## src/rtl/countdown_timer_n_if.sv

```systemverilog
// Control and status bundle for countdown_timer_n: load/start/pause requests in,
// count and status flags out.
interface countdown_timer_n_if #(
    parameter int WIDTH = 4
);
    logic             Load;
    logic [WIDTH-1:0] Load_Value;
    logic             Start;
    logic             Pause;
    logic             Auto_Reload;
    logic [WIDTH-1:0] Count;
    logic             Busy;
    logic             Done;
    logic             Expired;

    modport master (
        output Load, Load_Value, Start, Pause, Auto_Reload,
        input  Count, Busy, Done, Expired
    );

    modport slave (
        input  Load, Load_Value, Start, Pause, Auto_Reload,
        output Count, Busy, Done, Expired
    );
endinterface

```

## src/rtl/countdown_timer_n.sv

```systemverilog
// Loadable prescaled down-counter with stop-on-expiry or auto-reload.
//   state   | meaning
//   IDLE    | loaded or reset, waiting for Start
//   RUN     | prescaler advancing, Count decrements on each tick
//   PAUSE   | frozen, prescaler and Count held
//   EXPIRED | reached zero without auto-reload, Count held at 0
module countdown_timer_n #(
    parameter int          WIDTH = 4,
    parameter int unsigned DIV   = 100000000,
    localparam int         PS_W  = (DIV > 1) ? $clog2(DIV) : 1
) (
    input  logic                 Clk,
    input  logic                 Reset,
    countdown_timer_n_if.slave   bus
);
    localparam logic [1:0] S_IDLE    = 2'd0;
    localparam logic [1:0] S_RUN     = 2'd1;
    localparam logic [1:0] S_PAUSE   = 2'd2;
    localparam logic [1:0] S_EXPIRED = 2'd3;

    localparam logic [PS_W-1:0] PS_LAST = PS_W'(DIV - 1);
    localparam logic [WIDTH-1:0] CNT_ONE = WIDTH'(1);

    logic [1:0]       state;
    logic [WIDTH-1:0] count;
    logic [WIDTH-1:0] reload_reg;
    logic [PS_W-1:0]  prescaler;
    logic             done;
    logic             tick;

    assign tick = (state == S_RUN) && (prescaler == PS_LAST) && !bus.Pause;

    always_ff @(posedge Clk) begin
        done <= 1'b0;
        if (Reset) begin
            state      <= S_IDLE;
            count      <= '0;
            reload_reg <= '0;
            prescaler  <= '0;
        end else if (bus.Load) begin
            state      <= S_IDLE;
            count      <= bus.Load_Value;
            reload_reg <= bus.Load_Value;
            prescaler  <= '0;
        end else begin
            case (state)
                S_IDLE: begin
                    if (bus.Start && (count != '0)) begin
                        state     <= S_RUN;
                        prescaler <= '0;
                    end
                end
                S_RUN: begin
                    // Pause wins over a pending tick; the prescaler holds at its value
                    if (bus.Pause) begin
                        state <= S_PAUSE;
                    end else if (tick) begin
                        prescaler <= '0;
                        if (count == CNT_ONE) begin
                            done <= 1'b1;
                            if (bus.Auto_Reload) begin
                                count <= reload_reg;
                            end else begin
                                count <= '0;
                                state <= S_EXPIRED;
                            end
                        end else if (count != '0) begin
                            count <= count - CNT_ONE;
                        end
                    end else begin
                        prescaler <= prescaler + PS_W'(1);
                    end
                end
                S_PAUSE: begin
                    if (bus.Start && !bus.Pause) begin
                        state <= S_RUN;
                    end
                end
                S_EXPIRED: begin
                    if (bus.Start && (reload_reg != '0)) begin
                        count     <= reload_reg;
                        prescaler <= '0;
                        state     <= S_RUN;
                    end
                end
                default: state <= S_IDLE;
            endcase
        end
    end

    assign bus.Count   = count;
    assign bus.Done    = done;
    assign bus.Busy    = (state == S_RUN) || (state == S_PAUSE);
    assign bus.Expired = (state == S_EXPIRED);
endmodule

```

## src/flat_wrapper.sv

```systemverilog
// flat-port wrapper written by rule: the top's interface ports become plain ports
module countdown_timer_n_flat 
#(
    parameter int          WIDTH = 4,
    parameter int unsigned DIV   = 100000000,
    localparam int         PS_W  = (DIV > 1) ? $clog2(DIV) : 1
)
  (Clk, Reset, bus_Load, bus_Load_Value, bus_Start, bus_Pause, bus_Auto_Reload, bus_Count, bus_Busy, bus_Done, bus_Expired);
  countdown_timer_n_if #(.WIDTH(WIDTH)) bus_i ();
  input  logic Clk;
  input  logic Reset;
  input wire logic [$bits(bus_i.Load)-1:0] bus_Load;
  input wire logic [$bits(bus_i.Load_Value)-1:0] bus_Load_Value;
  input wire logic [$bits(bus_i.Start)-1:0] bus_Start;
  input wire logic [$bits(bus_i.Pause)-1:0] bus_Pause;
  input wire logic [$bits(bus_i.Auto_Reload)-1:0] bus_Auto_Reload;
  output wire logic [$bits(bus_i.Count)-1:0] bus_Count;
  output wire logic [$bits(bus_i.Busy)-1:0] bus_Busy;
  output wire logic [$bits(bus_i.Done)-1:0] bus_Done;
  output wire logic [$bits(bus_i.Expired)-1:0] bus_Expired;
  assign bus_i.Load = bus_Load;
  assign bus_i.Load_Value = bus_Load_Value;
  assign bus_i.Start = bus_Start;
  assign bus_i.Pause = bus_Pause;
  assign bus_i.Auto_Reload = bus_Auto_Reload;
  assign bus_Count = bus_i.Count;
  assign bus_Busy = bus_i.Busy;
  assign bus_Done = bus_i.Done;
  assign bus_Expired = bus_i.Expired;
  countdown_timer_n #(.WIDTH(WIDTH), .DIV(DIV)) u_core (.Clk(Clk), .Reset(Reset), .bus(bus_i));
endmodule
```

## config.mk

```make
export PLATFORM = sky130hd
export DESIGN_NAME = countdown_timer_n_flat
export DESIGN_NICKNAME = d
export VERILOG_FILES = /design/src/rtl/countdown_timer_n_if.sv /design/src/rtl/countdown_timer_n.sv /design/src/flat_wrapper.sv
export SDC_FILE = /design/constraint.sdc
export NUM_CORES = 1
export LEC_CHECK = 0
export ABC_CLOCK_PERIOD_IN_PS = 2500
export BUFFER_PORTS_ARGS = -buffer_cell sky130_fd_sc_hd__buf_2
export CAP_MARGIN = 10
export CELL_PAD_IN_SITES_DETAIL_PLACEMENT = 0
export CELL_PAD_IN_SITES_GLOBAL_PLACEMENT = 1
export CORE_ASPECT_RATIO = 0.7
export CORE_UTILIZATION = 46
export DETAILED_ROUTE_END_ITERATION = 7
export PLACE_DENSITY_LB_ADDON = 0.3
export SLEW_MARGIN = 20
export SYNTH_ARGS = -nofsm -noshare
export SYNTH_HDL_FRONTEND = slang
export SYNTH_SLANG_ARGS = --single-unit
export TNS_END_PERCENT = 20
```

## constraint.sdc

```tcl
create_clock -name Clk -period 2.5 [get_ports Clk]
set_input_delay 0.25 -clock Clk [delete_from_list [all_inputs] [get_ports Clk]]
set_output_delay 0.25 -clock Clk [all_outputs]
set_load 0.005 [all_outputs]
```

Word-level counts from Yosys, hierarchy flattened:

Cells that the tools add are included.

* register bits: 38
* bits of input ports: 10
* output and inout port bits: 7

* mux-type cells: 22
* reductions and logical operators: 17
* add/subtract/negate cells: 2
* equal/unequal tests: 16
* bitwise logic cells: 2

Operator list (number)
* $mux W27: 4
* $pmux W27 S3: 1
* $mux W4: 7
* $add A27 B1 Y27 const B: 1
* $eq A27 B27 Y1 const B: 1
* $mux W2: 7
* $ne A3 B2 Y1 const B: 3
* $ne A3 B3 Y1 const B: 3
* $pmux W2 S4: 1
* $pmux W4 S2: 1
* $reduce_bool A4 Y1: 2
* $ne A2 B1 Y1 const B: 3
* $reduce_and A6 Y1: 1
* $reduce_bool A3 Y1: 2
* $logic_and A1 B1 Y1: 5
* $reduce_and A5 Y1: 1
* $reduce_or A5 Y1: 1
* $eq A2 B2 Y1 const B: 2
* $eq A4 B1 Y1 const B: 1
* $ne A4 B4 Y1 const B: 1
* $reduce_and A4 Y1: 1
* $sub A4 B1 Y4 const B: 1
* $eq A2 B1 Y1 const B: 1
* $logic_not A2 Y1: 1
* 6 further kinds: 7

Depth between registers and ports, before layout:

Gate-level depths: netlist of the first run.

* depth in word-level cells: 7
* mapped depth: 8

Worst setup path before layout of the first run:

Ideal clock, no wire load.

* kind: reg2reg
* from: register u_core.state[0]
* to: register u_core.prescaler[10]
* stages on the path, launching flop included: 8
* setup time: 74 ps
* arrival: 1831 ps
* slack: 595 ps
* data required time: 2426 ps
* period minus slack after synthesis: 1905 ps
* cell sequence: dfxtp_1 inv_1 ha_1 or4bb_1 o2111a_2 nand3_1 or4b_1 a31oi_1

* cells in the longest elaborated chain, start to end: 6

Ends and longest elaborated chain
* from (decl): RTL line countdown_timer_n.sv:24 `logic [1:0] state;`
* from (signal assigned): RTL line countdown_timer_n.sv:36 `state <= S_IDLE;`
* from (signal assigned): RTL line countdown_timer_n.sv:41 `state <= S_IDLE;`
* from (signal assigned): RTL line countdown_timer_n.sv:49 `state <= S_RUN;`
* $eq A2 B1 Y1: RTL line countdown_timer_n.sv:31, countdown_timer_n.sv:46
* $logic_and A1 B1 Y1 (2 in a row): RTL line countdown_timer_n.sv:31 `assign tick = (state == S_RUN) && (prescaler == PS_LAST) && !bus.Pause;`
* $mux W27: RTL line countdown_timer_n.sv:57 `end else if (tick) begin`
* $mux W27: RTL line countdown_timer_n.sv:55 `if (bus.Pause) begin`
* $pmux W27 S3: RTL line countdown_timer_n.sv:46 `case (state)`
* to (signal assigned): RTL line countdown_timer_n.sv:71 `prescaler <= prescaler + PS_W'(1);`
* to (decl): RTL line countdown_timer_n.sv:27 `logic [PS_W-1:0] prescaler;`

Several ways; a longest one is shown, not always the timed one. The select of a mux whose other input is x is not followed.
A chain may end at the register's enable or synchronous reset.

Worst setup path after layout of the first run:

Same ends and word-level chain as after synthesis.

==> summary.md, run 1 <==
| Metric | Value |
|---|---|
| Root buffer cell | clkbuf_8 |
| # DRC | 0 |
| Setup-failing EPs final | 0 |
| Avg Cell Area, Syn | 8.95 sq um |
| Pins Over Slew Limit | 0 |
| Routed WL per cell | 14.9 um |
| Top cell type's share of synthesized area | 0.350 |
| Pre-CTS setup slack | 0.265 ns |
| # fillers | 401 |
| Worst r2r dst | u_core.prescaler[10] |
| CP Capture Point | u_core.prescaler[10] |
| Cell total after placement | 312 |
| Grt total ovfl | 0 |
| Worst VDD drop | 0.305 mV |
| # Max-Cap Violations | 0 |
| Register area share after synthesis | 0.350 |
| Iter 0 DRT Violations | 96 |
| EDFF count, synth | 0 |
| Synth Net Count | 262 |
| Setup crit start | u_core.state[0] |
| Slew of the pin with the lowest slew margin | 0.673 ns |
| Die Span X | 84.2 um |
| Initial antenna violation count | 0 |
| PortBufs | 16 |
| CTS H-tree lvls | 2 |
| Worst clock skew | 0.00531 ns |
| Nets | 283 |
| Die Height | 59.5 um |
| Mapped Area | 2170 sq um |
| HP Class | in2reg |
| Ys async rst share | 0 |
| CP Capture Type | flip-flop |
| Core Region | 4430 sq um |
| Post-cts repair resize count | 0 |
| Clock slew at reported path FFs | 0.08 ns |
| Clk sink count | 38 |
| Number of global-route vias before repair | 1,699 |
| CTS tree | built |
| Post-CTS setup buffers | 0 |
| Setup TNS | 0 ns |
| Reg2reg path depth | 7 |
| RSZ-0062 raised after global routing | false |
| Most frequent cells in the layout | 38 x dfxtp_1, 31 x nor2_1, 16 x buf_2 |
| Status | finished clean |
| Crit path largest cell delay | 0.49 ns |
| Startpoint Class | flip-flop |
| Post-Route WL | 4760 um |
| Synth unique cells | 56 |
| Hold buffers post-CTS | 0 |
| Share of layout cells above drive strength 1 | 0.162 |
| Final cell count without fillers | 320 |
| GRT Total Usage | 0.207 |
| Maximum root-to-sink buffer count | 2 |
| Via/cell ratio | 5.73 |
| Fmax | 447 MHz |
| Worst-path maximum fanout | 15 |
| Most common flop cell mapped by yosys | dfxtp_1 |
| Area of the multi-input gates | 1340 sq um |
| Synth area leaders | dfxtp_1 35%, nor2_1 5.4%, ha_1 5.2% |
| Critical path, cell by cell | inv_1, ha_1, or4bb_1, o2111a_2, nand3_1, or4b_1, a31oi_1 |
| Initial core utilization | 0.491 |
| Reg-to-reg startpoint | u_core.state[0] |
| Worst reg2reg setup slack | 0.26 ns |
| Mapped Cells | 243 |
| Synth area leader | dfxtp_1 |
| Critical path data arrival time | 2.46 ns |
| Critical Path RT | 2.73 ns |
| Pwr Density | 522 nW/um^2 |
| Number of cells on the critical path | 7 |
| Most common cell after layout, fill and taps aside | dfxtp_1 |
| Crit path buf inv count | 1 |
| Cell Rows | 20 |
| Final Hold Fails | 0 |
| Area grow syn2layout | 10.7% |
| Critical path's slowest cell | or4b_1 |
| Antenna-violating nets left | 0 |
| Period Utilization, post-route | 0.894 |
| Hold-critical path depth | 3 |
| Die Area | 5010 sq um |
| Seq cells post-synth | 38 |
| Leak pwr | 0.874 nW |
| Final worst slack | 0.264 ns |
| Routability cong. | 0.809 |
| Largest net degree at the start of global routing | 16 |
| Later-pin clock latency in the skew report | 0.29 ns |
| Final min period | 2.24 ns |
| Global-route wire length before repair | 8020 um |
| Setup Crit Path Kind | reg2reg |
| Crit-path leading delay family | simple AND/OR/NAND/NOR gates |
| Worst slew margin | 0.551 |
| Ant diodes | 0 |
| IO Count | 17 |
| Max reg flops | 27 |
| Area taken by flip-flops and latches | 761 sq um |
| TritonCTS buffer count | 5 |
| DRT Pass-1 Iters | 5 |
| Yosys warns | 0 |
| Vias | 1,834 |
| DPL Wire Length | 3510 um |
## cell usage after synthesis (all sizes together), types with 2 or more instances
master	n
and3	5
nor4b	2
mux2i	4
nand4b	2
or4	3
mux2	4
a21boi	2
nand3b	2
o21ai	4
nand4	12
and2	3
nand2	15
xor2	11
a21oi	8
nand3	6
clkbuf	3
nor2	31
o31ai	2
and4	7
nand2b	3
xnor2	11
a31oi	2
buf	4
nor3b	2
a222oi	4
nor2b	4
nor3	8
nor4	4
nor4bb	2
o211ai	2
dfxtp	38
inv	9
ha	9
## final cells by class
cell class / count / area share
multi-input cells: 189 / 0.555
flip-flops and latches: 38 / 0.316
repair buffers: 21 / 0.0489
clock buffers: 7 / 0.0359
well taps: 55 / 0.0286
inverters: 9 / 0.0140
clock inverters: 1 / 0.00208
## metal layers
metal  part of all wire  GRT usage  routed length, um
met4             0.0086     0.0714                 41
met5                  0          0                  0
met1               0.55      0.304               2610
met2               0.39      0.295               1860
met3              0.052     0.0474                247
## tightest hold or removal path: cells and delay by family
kind,cells,cell delay [ns]
muxes,1,0.06
and+or+nand+nor,1,0.07
buffers and inverters,1,0.09
## per-stage QoR
step | area (sq um) | power, mW | util | hold WS, ns
detailed placement | 2320 | 0.829 | 0.523 | 0.495
CTS | 2410 | 1.27 | 0.544 | 0.206
floorplan | 2170 | 0.783 | - | 0.397
global route | 2410 | 1.32 | 0.544 | 0.242
global placement | 2320 | 0.830 | 0.523 | 0.496
finish | 2410 | 1.26 | 0.544 | 0.211
## worst min path at each step
stage / startpoint / end / slack [ns]
2_1_floorplan: bus_Load_Value[0] / u_core.reload_reg[0] / 0.40
3_3_place_gp: u_core.prescaler[23] / u_core.prescaler[23] / 0.50
3_5_place_dp: u_core.prescaler[23] / u_core.prescaler[23] / 0.49
4_1_cts: bus_Load_Value[3] / u_core.reload_reg[3] / 0.21
5_1_grt: bus_Load_Value[1] / u_core.reload_reg[1] / 0.24
6_report: bus_Load_Value[3] / u_core.reload_reg[3] / 0.21
## report_power, final
group	internal [mW]	switching, mW
combinational	0.0754	0.111
sequential	0.617	0.0132
clock	0.223	0.218
total	0.915	0.342
## logic make-up (layout without fill, tap and decap cells)
family / after synthesis / in the layout / share of synthesized area
simple gates: 115 / 115 / 0.306
flops: 38 / 38 / 0.350
compound gates: 35 / 35 / 0.128
xor+xnor: 22 / 22 / 0.0886
buf+inv: 16 / 38 / 0.0362
fa+ha+maj: 9 / 9 / 0.0518
mux: 8 / 8 / 0.0391
No activity file was read; power rests on OpenSTA's default activity.
==> run 2, diff against run 1 <==
- ABC_AREA: default -> 1
- CORE_UTILIZATION: 46 -> 42
==> run 2 against run 1 <==
Clock-buffer cell count is 2 lower. Power is 0.36% lower. Clock power is 7.7% lower. Die area is 16% higher. Sequential share of layout area is 1.7 points lower.
==> summary.md, run 2 <==
| Metric | Value |
|---|---|
| Clock Power Share | 0.324 |
| P_int | 0.879 mW |
| Cell total after placement | 452 |
| Synth unique cells | 28 |
| Ant diodes | 0 |
| Largest net degree at the start of global routing | 15 |
| Leak pwr | 1.03 nW |
| # fillers | 578 |
| Area grow syn2layout | 9.61% |
| Startpoint Class | flip-flop |
| Nets | 406 |
| Post-synthesis adder-cell area fraction | 0.0486 |
| CP Capture Type | flip-flop |
| CTS tree | built |
| Synth Area in Simple Gates | 0.459 |
| Avg Cell Area, Syn | 6.31 sq um |
| Via/cell ratio | 4.86 |
| Share of layout cells above drive strength 1 | 0.121 |
| Commonest cells post-synth | 100 x nand2_1, 65 x nor2_1, 41 x inv_1 |
| Reg power frac | 0.505 |
| CTS H-tree lvls | 2 |
| Area taken by flip-flops and latches | 761 sq um |
| GRT Max-Usage Layer | met1 |
| Most common flop cell mapped by yosys | dfxtp_1 |
| Cell Rows | 22 |
| Pwr Density | 493 nW/um^2 |
| Synth area leaders | dfxtp_1 33%, nand2_1 16%, nor2_1 11% |
| Main combinational cell family by area after synthesis | simple AND/OR/NAND/NOR gates |
| Initial core utilization | 0.438 |
| EDFF count, synth | 0 |
| Grt total ovfl | 0 |
| Register area share after synthesis | 0.328 |
| Yosys warns | 0 |
| Die Span X | 90.8 um |
| Period Utilization, post-route | 0.820 |
| Crit path buf inv count | 4 |
| Die Height | 64.1 um |
| # DRC | 0 |
| Pins Over Slew Limit | 0 |
| Worst clock skew | 0.00934 ns |
| # Max-Cap Violations | 0 |
| Switching Fraction | 0.298 |
| Fin util | 0.481 |
| Setup Crit Path Kind | reg2reg |
| Crit path largest cell delay | 0.38 ns |
| Die Area | 5820 sq um |
| HP Class | in2reg |
| Max reg flops | 27 |
| Seq cells post-synth | 38 |
| Setup-failing EPs final | 0 |
| Top-count cell post-synth | nand2_1 |
| Slew of the pin with the lowest slew margin | 0.407 ns |
| Synth Net Count | 386 |
| Iter 0 DRT Violations | 174 |
| Critical path, cell by cell | inv_1, ha_1, nand2_1, inv_1, nor2_1, nand3_2, inv_2, nand2_2, nand2_4, inv_4, nand2_1, nor2_1 |
| Fmax | 488 MHz |
| Critical path's slowest cell | dfxtp_1 |
| RSZ-0062 raised after global routing | false |
| Mux cell area share after synthesis | 0.00432 |
| Final min period | 2.05 ns |
| Final cell count without fillers | 459 |
| Synth Area in Compound Gates | 0.0599 |
| DRT Pass-1 Iters | 5 |
| Initial antenna violation count | 0 |
| Mapped Cells | 367 |
| Most common cell after layout, fill and taps aside | nand2_1 |
| GRT met3 Usage | 0.0476 |
| Net Switching | 0.374 mW |
| Synth area leader | dfxtp_1 |
| Final Hold Fails | 0 |
| Post-cts repair resize count | 0 |
| PortBufs | 16 |
| TritonCTS buffer count | 5 |
| Clock slew at reported path FFs | 0.07 ns |
| Core Region | 5290 sq um |
| Worst-path maximum fanout | 14 |
| Proportion of power drawn by combinational gates | 0.171 |
| Post-Route WL | 5560 um |
| Status | finished clean |
| Worst VDD drop | 0.267 mV |
| Setup TNS | 0 ns |
| Post-CTS setup buffers | 0 |
| DPL Wire Length | 4320 um |
| Routed WL per cell | 12.1 um |
| Clk sink count | 38 |
| Vias | 2,233 |
| Number of global-route vias before repair | 1,890 |
| GRT Total Usage | 0.207 |
| IO Count | 17 |
| Root buffer cell | clkbuf_8 |
| Hold buffers post-CTS | 0 |
| Ys async rst share | 0 |
| Crit-path leading delay family | simple AND/OR/NAND/NOR gates |
| Most frequent cells in the layout | 100 x nand2_1, 65 x nor2_1, 41 x inv_1 |
| M2 GR Usage | 0.243 |
| Antenna-violating nets left | 0 |
| Global-route wire length before repair | 9400 um |
| Critical Path RT | 2.68 ns |
| Mapped Area | 2320 sq um |
| Critical path data arrival time | 2.23 ns |
| Met1 Use GR | 0.346 |
| Routability cong. | 0.796 |
| Later-pin clock latency in the skew report | 0.29 ns |
| Post-synthesis xor/xnor area fraction | 0.0113 |
| Top cell type's share of synthesized area | 0.328 |
| Area of the multi-input gates | 1350 sq um |
| Worst slew margin | 0.728 |
| Maximum root-to-sink buffer count | 2 |
[run 2: logic make-up (layout without fill, tap and decap cells)]
family / count (synthesis) / after routing
XOR/XNOR: 3 / 3
buffers and inverters: 48 / 68
AO/OA/AOI/OAI: 27 / 27
AND/OR/NAND/NOR: 241 / 241
multiplexers: 1 / 1
adder cells (fa/ha/maj): 9 / 9
flip-flops: 38 / 38
[run 2: final timing paths]
check                       start              endpoint  slack, ns  cells after the start
max               u_core.state[1]  u_core.prescaler[12]       0.45                     12
min                         Reset  u_core.reload_reg[0]       0.21                      2
max reg2reg       u_core.state[1]  u_core.prescaler[12]       0.45                     12
min reg2reg  u_core.reload_reg[1]  u_core.reload_reg[1]       0.49                      2
[run 2: power groups by stage]
stage / clock, mW / combinational [mW] / sequential (mW)
after floorplan: 0 / 0.163 / 0.644
after CTS: 0.426 / 0.213 / 0.632
after global placement: 0 / 0.213 / 0.647
final: 0.406 / 0.215 / 0.632
after detailed placement: 0 / 0.212 / 0.646
after global routing: 0.457 / 0.242 / 0.635
[run 2: final cells by class]
cell class              count  area share
well taps                  72      0.0355
flip-flops and latches     38       0.300
clock buffers               5      0.0271
clock inverters             2     0.00394
inverters                  43      0.0645
multi-input cells         281       0.532
repair buffers             18      0.0374
[run 2: metal layers]
| metal | vias up | wire length [um] |
|---|---|---|
| li1 | 1199 | - |
| met1 | 974 | 3180 |
| met2 | 55 | 1990 |
| met3 | 5 | 330 |
| met4 | 0 | 59 |
| met5 | - | 0 |
[run 2: per-stage QoR]
step | setup WS (ns) | total power [mW] | cell area [sq um] | hold slack (ns)
after floorplan | 0.831 | 0.807 | 2320 | 0.319
after global placement | 0.551 | 0.860 | 2460 | 0.471
after detailed placement | 0.480 | 0.858 | 2460 | 0.484
after CTS | 0.469 | 1.27 | 2540 | 0.205
after global routing | 0.215 | 1.33 | 2540 | 0.214
final | 0.450 | 1.25 | 2540 | 0.214
